`src/rtl/noc_input_unit.sv`:
```
// Input-port flit FIFO with XY route compute at enqueue.
// Presents the head flit's route and data to the output mux controller.
module noc_input_unit #(
   parameter int DATAW = 16,
   parameter int DEPTH = 4,
   parameter int XW    = 2,
   parameter int YW    = 2,
   parameter int MY_X  = 0,
   parameter int MY_Y  = 0
) (
   input  logic                       clk,
   input  logic                       rst_,
   input  logic                       in_valid,
   output logic                       in_ready,
   input  logic [DATAW-1:0]           in_data,
   output logic                       req,
   output logic [2:0]                 port,
   output logic [DATAW-1:0]           out_data,
   input  logic                       grt,
   output logic [$clog2(DEPTH):0]     count
);

   localparam int PW = $clog2(DEPTH);
   localparam int CW = PW + 1;
   localparam int EW = DATAW + 3;

   localparam logic [XW-1:0] MX       = XW'(MY_X);
   localparam logic [YW-1:0] MY       = YW'(MY_Y);
   localparam logic [CW-1:0] FULL_CNT = CW'(DEPTH);

   localparam logic [2:0] P_LOCAL = 3'd0;
   localparam logic [2:0] P_NORTH = 3'd1;
   localparam logic [2:0] P_EAST  = 3'd2;
   localparam logic [2:0] P_SOUTH = 3'd3;
   localparam logic [2:0] P_WEST  = 3'd4;

   logic [EW-1:0] mem_q [DEPTH];
   logic [EW-1:0] mem_d [DEPTH];
   logic [PW-1:0] wr_ptr_q, wr_ptr_d;
   logic [PW-1:0] rd_ptr_q, rd_ptr_d;
   logic [CW-1:0] count_q, count_d;

   logic          push;
   logic          pop;
   logic [EW-1:0] head;

   function automatic logic [2:0] route_of(input logic [DATAW-1:0] d);
      logic [XW-1:0] dx;
      logic [YW-1:0] dy;
      logic [2:0]    r;
      dx = d[DATAW-1 -: XW];
      dy = d[DATAW-1-XW -: YW];
      r  = P_LOCAL;
      unique case (1'b1)
         (dx > MX):                r = P_EAST;
         (dx < MX):                r = P_WEST;
         (dx == MX) && (dy > MY):  r = P_NORTH;
         (dx == MX) && (dy < MY):  r = P_SOUTH;
         (dx == MX) && (dy == MY): r = P_LOCAL;
      endcase
      return r;
   endfunction

   assign in_ready = (count_q != FULL_CNT);
   assign req      = (count_q != '0);
   assign count    = count_q;
   assign push     = in_valid && in_ready;
   assign pop      = req && grt;
   assign head     = mem_q[rd_ptr_q];

   // Outputs are forced to zero when empty so stale storage never leaks out.
   assign port     = req ? head[EW-1 -: 3] : 3'd0;
   assign out_data = req ? head[DATAW-1:0] : '0;

   always_comb begin
      wr_ptr_d = wr_ptr_q;
      rd_ptr_d = rd_ptr_q;
      count_d  = count_q;
      for (int i = 0; i < DEPTH; i++) begin
         mem_d[i] = mem_q[i];
      end
      if (push) begin
         mem_d[wr_ptr_q] = {route_of(in_data), in_data};
         wr_ptr_d        = wr_ptr_q + PW'(1);
      end
      if (pop) begin
         rd_ptr_d = rd_ptr_q + PW'(1);
      end
      unique case ({push, pop})
         2'b10:   count_d = count_q + CW'(1);
         2'b01:   count_d = count_q - CW'(1);
         default: count_d = count_q;
      endcase
   end

   always_ff @(posedge clk) begin
      if (rst_) begin
         wr_ptr_q <= '0;
         rd_ptr_q <= '0;
         count_q  <= '0;
      end else begin
         wr_ptr_q <= wr_ptr_d;
         rd_ptr_q <= rd_ptr_d;
         count_q  <= count_d;
      end
   end

   always_ff @(posedge clk) begin
      for (int i = 0; i < DEPTH; i++) begin
         mem_q[i] <= mem_d[i];
      end
   end

endmodule

```
`config.mk`:
```
export PLATFORM = sky130hd
export DESIGN_NAME = noc_input_unit
export DESIGN_NICKNAME = d
export VERILOG_FILES = /design/src/rtl/noc_input_unit.sv
export SDC_FILE = /design/constraint.sdc
export NUM_CORES = 1
export LEC_CHECK = 0
export CAP_MARGIN = 20
export CORE_ASPECT_RATIO = 0.7
export CORE_MARGIN = 2
export CORE_UTILIZATION = 45
export DETAILED_ROUTE_END_ITERATION = 7
export MAX_ROUTING_LAYER = met4
export PLACE_DENSITY = 0.64
export SLEW_MARGIN = 20
export SYNTH_ARGS = -nofsm -noshare
export SYNTH_HDL_FRONTEND = slang
export SYNTH_SLANG_ARGS = --single-unit
```
`constraint.sdc`:
```
create_clock -name clk -period 4.5 [get_ports clk]
set_clock_uncertainty 0.15 [all_clocks]
set_input_delay 0.9 -clock clk [delete_from_list [all_inputs] [get_ports clk]]
set_output_delay 0.9 -clock clk [all_outputs]
set_load 0.02 [all_outputs]
```
==> flow_summary_export.csv, run 1 <==
group,metric,value,unit
global_routing,grt_max_degree,22,
cts,clk_path_buf_depth,2,
cells_and_area,antenna_cells,0,
die,std_cell_rows,25,
setup_path,cp.buffers_inverters,2,
die,start_util,0.472,
cts,clk_pin_slew_worst_paths,0.08,ns
synth,syn_avg_cell_area,18.7,um^2
synth,ys_ff_latch,81,
synth,synth_most_common_cell,"edfxtp_1",
timing,worst_pin_slew,0.988,ns
global_routing,grt_first_pass_wirelength,8940,um
place,placed_area,3750,um^2
die,io-pin-count,44,
detailed_routing,drt-wirelength-per-cell,18.0,um
min_path,worst_hold_path.num_cells,2,
pwr,clockPowerShare,0.222,
place,portBuffers,42,
cells_and_area,fin_nets,247,
place,dp_hpwl,3660,um
die,die_height,75.1,um
synth,ys_top_cells_by_count,"72 x edfxtp_1, 18 x mux4_2, 16 x nor2b_1",
outcome,status,"finished, final reports clean",
cts,ctsHtreeMaxLevel,3,
detailed_routing,first_iter_violations,41,
setup_path,crit_family,"buffers and inverters",
setup_path,cp_cell_sequence,"buf_4, mux4_2, nor2b_1, clkdlybuf4s50_1",
global_routing,grt_use_total,0.164,
setup_path,rr_startpoint,"count[0]",
setup_path,max_stage_delay,0.69,ns
cells_and_area,fin_area,3940,um^2
synth,yosysUniqueCellTypes,30,
die,dieArea,7930,um^2
detailed_routing,viasPerCell,5.01,
min_path,hp-class,"flip-flop to flip-flop",
cts,cts_tree,"done",
pwr,leakage,1.28,nW
global_routing,overflow,0,
global_routing,grt_pass1_vias,1755,
cts,cts.sinks,81,
synth,yosys_warnings,0,
synth,synth_area_leaders,"edfxtp_1 67%, mux4_2 12%, dfxtp_1 5.5%, nor2b_1 3.1%, ha_1 1.9%",
synth,netlist_area,3250,um^2
pwr,share_seq_of_total_power,0.431,
timing,post-route-period-util,0.811,
setup_path,cp.required,3.45,ns
timing,setup_tns,0,ns
detailed_routing,drc_errors,0,
cells_and_area,multi_input_area,822,um^2
timing,finalCriticalPeriod,3.65,ns
pwr,finalPower,2.27,mW
pwr,p_switching,0.705,mW
timing,max_freq,0.274,GHz
setup_path,reg2reg_to,"count[2]",
setup_path,critical_path_arrival,2.60,ns
min_path,holdPathEnd,"rd_ptr_q[1]",
detailed_routing,via_count,1603,
synth,synth_edf_count,72,
pwr,intPower,1.57,mW
synth,async_flop_share,0,
die,die_w,106,um
detailed_routing,drt-pass1-iter-count,4,
cells_and_area,fillerInstances,543,
setup_path,r2r.worst_path.cells,9,
synth,synth_top_area_frac,0.665,
global_routing,antenna_found_initial,0,
timing,drv_slew,0,
detailed_routing,route.antenna.remaining_nets,0,
flow_run,max_cap_violations,0,
setup_path,cp_max_fo,10,
pwr,power_density,577,nW/um^2
cts,cts_resized,0,
cts,clk-insertion-delay-late,0.34,ns
setup_path,r2r_slack,2.21,ns
cells_and_area,syn_to_final_growth,21.1,%
die,core_area,6880,um^2
synth,synth_flop_cell,"edfxtp_1",
cts,holdBufCountCts,0,
setup_path,start_kind,"flip-flop",
cts,postCtsSetupBuffers,0,
place,place_congestion,0.811,
cells_and_area,drive_above_1_share,0.173,
synth,ys_seq_area_frac,0.721,
pwr,ir_drop,252,uV
synth,syn_nets,200,
cts,cts-root-buf,"clkbuf_8",
setup_path,crit_type,"flip-flop to primary output",
setup_path,crit_slowest_cell,"dfxtp_1",
synth,yosysTopAreaCell,"edfxtp_1",
setup_path,end_kind,"primary output",
timing,finalHoldViolCount,0,
detailed_routing,drt_wl_total,5770,um
synth,synthesis.instances,174,
pwr,swShare,0.311,
timing,relSlewSlack,0.341,
min_path,hp-start,"rd_ptr_q[1]",
timing,rsz0062_at_grt,"no",
cts,cts_buffers,9,
timing,setup_viol,0,
pwr,combPwrFrac,0.347,
cells_and_area,seq_area,2340,um^2
[worst max-delay path by stage]
stage,endpoint,depth (start not counted),startpoint
floorplan,count[2],8,in_valid
global placement,port[0],4,flip-flop
detailed placement,port[1],4,flip-flop
CTS,port[1],4,flip-flop
global route,port[1],4,flip-flop
finish,port[1],4,flip-flop
[power by group through the flow]
stage / sequential, mW / clock [mW] / combinational, mW
finish: 0.980 / 0.503 / 0.788
detailed placement: 0.998 / 0 / 0.801
global route: 0.993 / 0.544 / 0.848
CTS: 0.984 / 0.515 / 0.802
floorplan: 0.963 / 0 / 0.530
global placement: 0.991 / 0 / 0.780
[layout make-up]
class | count | share of cell area
clock buffer | 11 | 0.0334
clock inverter | 5 | 0.0146
inverter | 8 | 0.00763
multi-input combinational | 77 | 0.209
sequential | 81 | 0.595
tap | 94 | 0.0299
timing repair buffer | 44 | 0.111
[registers in the layout (all words and copies together) (netlist names), named ones only]
register  count
count         3
mem_q        72
rd_ptr_q      2
wr_ptr_q      2
[through the flow]
stage / util / std cells / hold slack, ns / worst slack (ns)
final: 0.572 / 320 / 0.347 / 0.849
after global routing: 0.572 / 320 / 0.383 / 0.654
after CTS: 0.572 / 320 / 0.347 / 0.748
after detailed placement: 0.545 / 304 / 0.337 / 1.17
after global placement: 0.545 / 304 / 0.329 / 1.16
after floorplan: - / 174 / 0.315 / 2.00
[worst reg2reg max path, stage by stage (launching register included)]
cell and delay, ns:
dfxtp_1 0.39, nor2_1 0.19, a21boi_2 0.14, inv_2 0.08
ha_1 0.18, inv_1 0.06, fa_1 0.37, xor2_1 0.17
or3_1 0.33, a21oi_1 0.16
[layout by cell type, fill, tap and decap left out, drive strengths merged]
cell type,n
a21boi,1
edfxtp,72
or2,1
dfxtp,9
mux4,18
conb,1
clkbuf,11
xor2,3
nand2,2
a21oi,3
or3,2
mux2,1
bufinv,1
fa,1
nor2,10
inv,8
buf,2
o31ai,1
and2,4
mux2i,1
o21ai,2
clkinvlp,3
clkinv,1
ha,5
nor2b,18
clkdlybuf4s50,42
nand2b,2
nor3,1
[cell families after synthesis]
logic type / synth area share
AO/OA/AOI/OAI: 0.0135
XOR/XNOR: 0.00808
adder cells (fa/ha/maj): 0.0254
buffers and inverters: 0.0281
flip-flops: 0.721
multiplexers: 0.131
other: 0.00115
AND/OR/NAND/NOR: 0.0720
[layer usage]
metal  global-route usage  vias to the layer above  routed length [um]
met5                    -                        -                   0
met4               0.0702                        0                  95
met3               0.0468                        9                 214
met2                0.290                       31                3020
met1                0.179                      817                2430
li1                     -                      746                   -
Power figures use the tool's default switching activity.
==> run 2, diff against run 1 <==
--- a/config.mk
+++ b/config.mk
@@ -11,7 +11,7 @@
 export CORE_UTILIZATION = 45
 export DETAILED_ROUTE_END_ITERATION = 7
 export MAX_ROUTING_LAYER = met4
-export PLACE_DENSITY = 0.64
+export PLACE_DENSITY = 0.67
 export SLEW_MARGIN = 20
 export SYNTH_ARGS = -nofsm -noshare
 export SYNTH_HDL_FRONTEND = slang
==> constraint.sdc (replaced) <==
create_clock -name clk -period 2.98 [get_ports clk]
set_clock_uncertainty 0.15 [all_clocks]
set_input_delay 0.596 -clock clk [delete_from_list [all_inputs] [get_ports clk]]
set_output_delay 0.596 -clock clk [all_outputs]
set_load 0.02 [all_outputs]
==> flow_summary_export.csv, run 2 (synthesized netlist as in run 1, its figures left out) <==
group,metric,value,unit
outcome,status,"finished, final reports clean",
die,core_area,6880,um^2
cells_and_area,syn_to_final_growth,21.6,%
global_routing,antenna_found_initial,0,
cells_and_area,largest_register_ffs,72,
die,die_w,106,um
pwr,combPwrFrac,0.378,
detailed_routing,viasPerCell,4.86,
global_routing,grt_use_total,0.153,
cells_and_area,layout_common_cells,"72 x edfxtp_1, 41 x clkdlybuf4s50_1, 18 x mux4_2",
cells_and_area,drive_above_1_share,0.173,
setup_path,crit_type,"flip-flop to primary output",
timing,post-route-period-util,0.967,
pwr,leakage,1.31,nW
timing,setup_tns,0,ns
detailed_routing,route.antenna.remaining_nets,0,
timing,finalCriticalPeriod,2.88,ns
detailed_routing,via_count,1581,
die,dieArea,7930,um^2
cts,cts_tree,"done",
pwr,intPower,2.31,mW
cts,cts_buffers,9,
timing,rsz0062_at_grt,"no",
cells_and_area,fillerInstances,546,
pwr,clockPowerShare,0.191,
min_path,hp-class,"flip-flop to flip-flop",
setup_path,end_kind,"primary output",
cells_and_area,mostFrequentLayoutCell,"edfxtp_1",
global_routing,grt_max_degree,22,
die,die_height,75.1,um
pwr,ir_drop,436,uV
pwr,power_density,842,nW/um^2
die,std_cell_rows,25,
detailed_routing,drt-wirelength-per-cell,16.3,um
setup_path,cp_max_fo,18,
timing,holdWs,0.354,ns
global_routing,overflow,0,
detailed_routing,drt_wl_total,5300,um
detailed_routing,drt-pass1-iter-count,4,
cts,cts.sinks,81,
die,start_util,0.472,
global_routing,grt_pass1_vias,1548,
timing,max_freq,0.347,GHz
detailed_routing,drc_errors,0,
cells_and_area,fin_nets,252,
pwr,p_switching,1.02,mW
pwr,share_seq_of_total_power,0.430,
cells_and_area,final_util,0.574,
cts,clk_pin_slew_worst_paths,0.07,ns
timing,setup_viol,0,
cts,clk_path_buf_depth,2,
setup_path,critical_path_arrival,2.13,ns
setup_path,cp.required,2.23,ns
flow_run,max_cap_violations,0,
pwr,swShare,0.307,
detailed_routing,first_iter_violations,88,
cells_and_area,regMostFlops,"mem_q",
timing,drv_slew,0,
cells_and_area,antenna_cells,0,
place,portBuffers,42,
global_routing,grt_first_pass_wirelength,8270,um
timing,finalHoldViolCount,0,
place,place_congestion,0.733,
place,dp_hpwl,3270,um
die,io-pin-count,44,
cts,cts-root-buf,"clkbuf_8",
setup_path,start_kind,"flip-flop",
cts,clk-insertion-delay-late,0.33,ns
cts,ctsHtreeMaxLevel,3,
==> run 2: cell types whose count changed in the layout (fill, tap and decap cells not counted), sizes merged <==
cell | before | now
buf | 2 | 7
bufinv | 1 | 0
clkbuf | 11 | 15
clkdlybuf4s50 | 42 | 41
clkinvlp | 3 | 0
dlymetal6s2s | 0 | 1
==> run 2: area by class of cell <==
class	instances	area, um^2	area share
Tap cell	94	118	0.0298
Clock buffer	15	146	0.0370
Inverter	8	30.0	0.00760
Multi-Input combinational cell	77	822	0.208
Clock inverter	1	5.00	0.00127
Timing Repair Buffer	49	488	0.123
Sequential cell	81	2340	0.593
==> run 2: stage by stage <==
step	std cells	instance area (um^2)	total power [mW]	worst slack (ns)
6_report	325	3950	3.33	0.0993
3_5_place_dp	309	3800	2.74	0.260
4_1_cts	325	3950	3.37	0.0604
2_1_floorplan	174	3250	2.25	0.780
5_1_grt	325	3950	3.51	0.00674
3_3_place_gp	309	3800	2.73	0.325
==> run 2: timing repair <==
item / 4_1_cts / 5_1_grt
resized for setup: 0 / 1
endpoints found under the setup margin: 0 / 1
hold buffers: 0 / 0
setup buffers: 0 / 0
==> run 2: metal layers <==
layer  vias up  share of wire  GRT usage
met2        44           0.45      0.222
met5         -              0          -
met3         4          0.049     0.0623
li1        757              -          -
met4         0         0.0072     0.0351
met1       776           0.49      0.205
==> run 2: worst max-delay path, stage by stage (launching register included) <==
cell             delay [ns]
dfxtp_1                0.36
buf_12                 0.21
mux4_2                 0.53
nor2b_1                0.14
clkdlybuf4s50_1        0.55
==> run 2: path summary, 6_finish.rpt <==
path                    start  cells after the start  slack, ns           end
setup reg to reg     count[0]                      9       0.75      count[2]
hold reg to reg   rd_ptr_q[1]                      2       0.35   rd_ptr_q[1]
setup / recovery    flip-flop                      4        0.1  out_data[13]
hold / removal    rd_ptr_q[1]                      2       0.35   rd_ptr_q[1]
==> run 2: power by group through the flow <==
stage	combinational, mW	clock (mW)	sequential [mW]
3_5_place_dp	1.28	0	1.46
6_report	1.26	0.637	1.43
5_1_grt	1.36	0.706	1.44
2_1_floorplan	0.801	0	1.45
3_3_place_gp	1.27	0	1.45
4_1_cts	1.28	0.655	1.43
==> run 3, diff against run 2 <==
--- a/config.mk
+++ b/config.mk
@@ -12,7 +12,7 @@
 export DETAILED_ROUTE_END_ITERATION = 7
 export MAX_ROUTING_LAYER = met4
 export PLACE_DENSITY = 0.67
-export SLEW_MARGIN = 20
+export SLEW_MARGIN = 40
 export SYNTH_ARGS = -nofsm -noshare
 export SYNTH_HDL_FRONTEND = slang
 export SYNTH_SLANG_ARGS = --single-unit
==> results of run 3 <==
Final layout, timing and power as in run 2 (identical DEF).
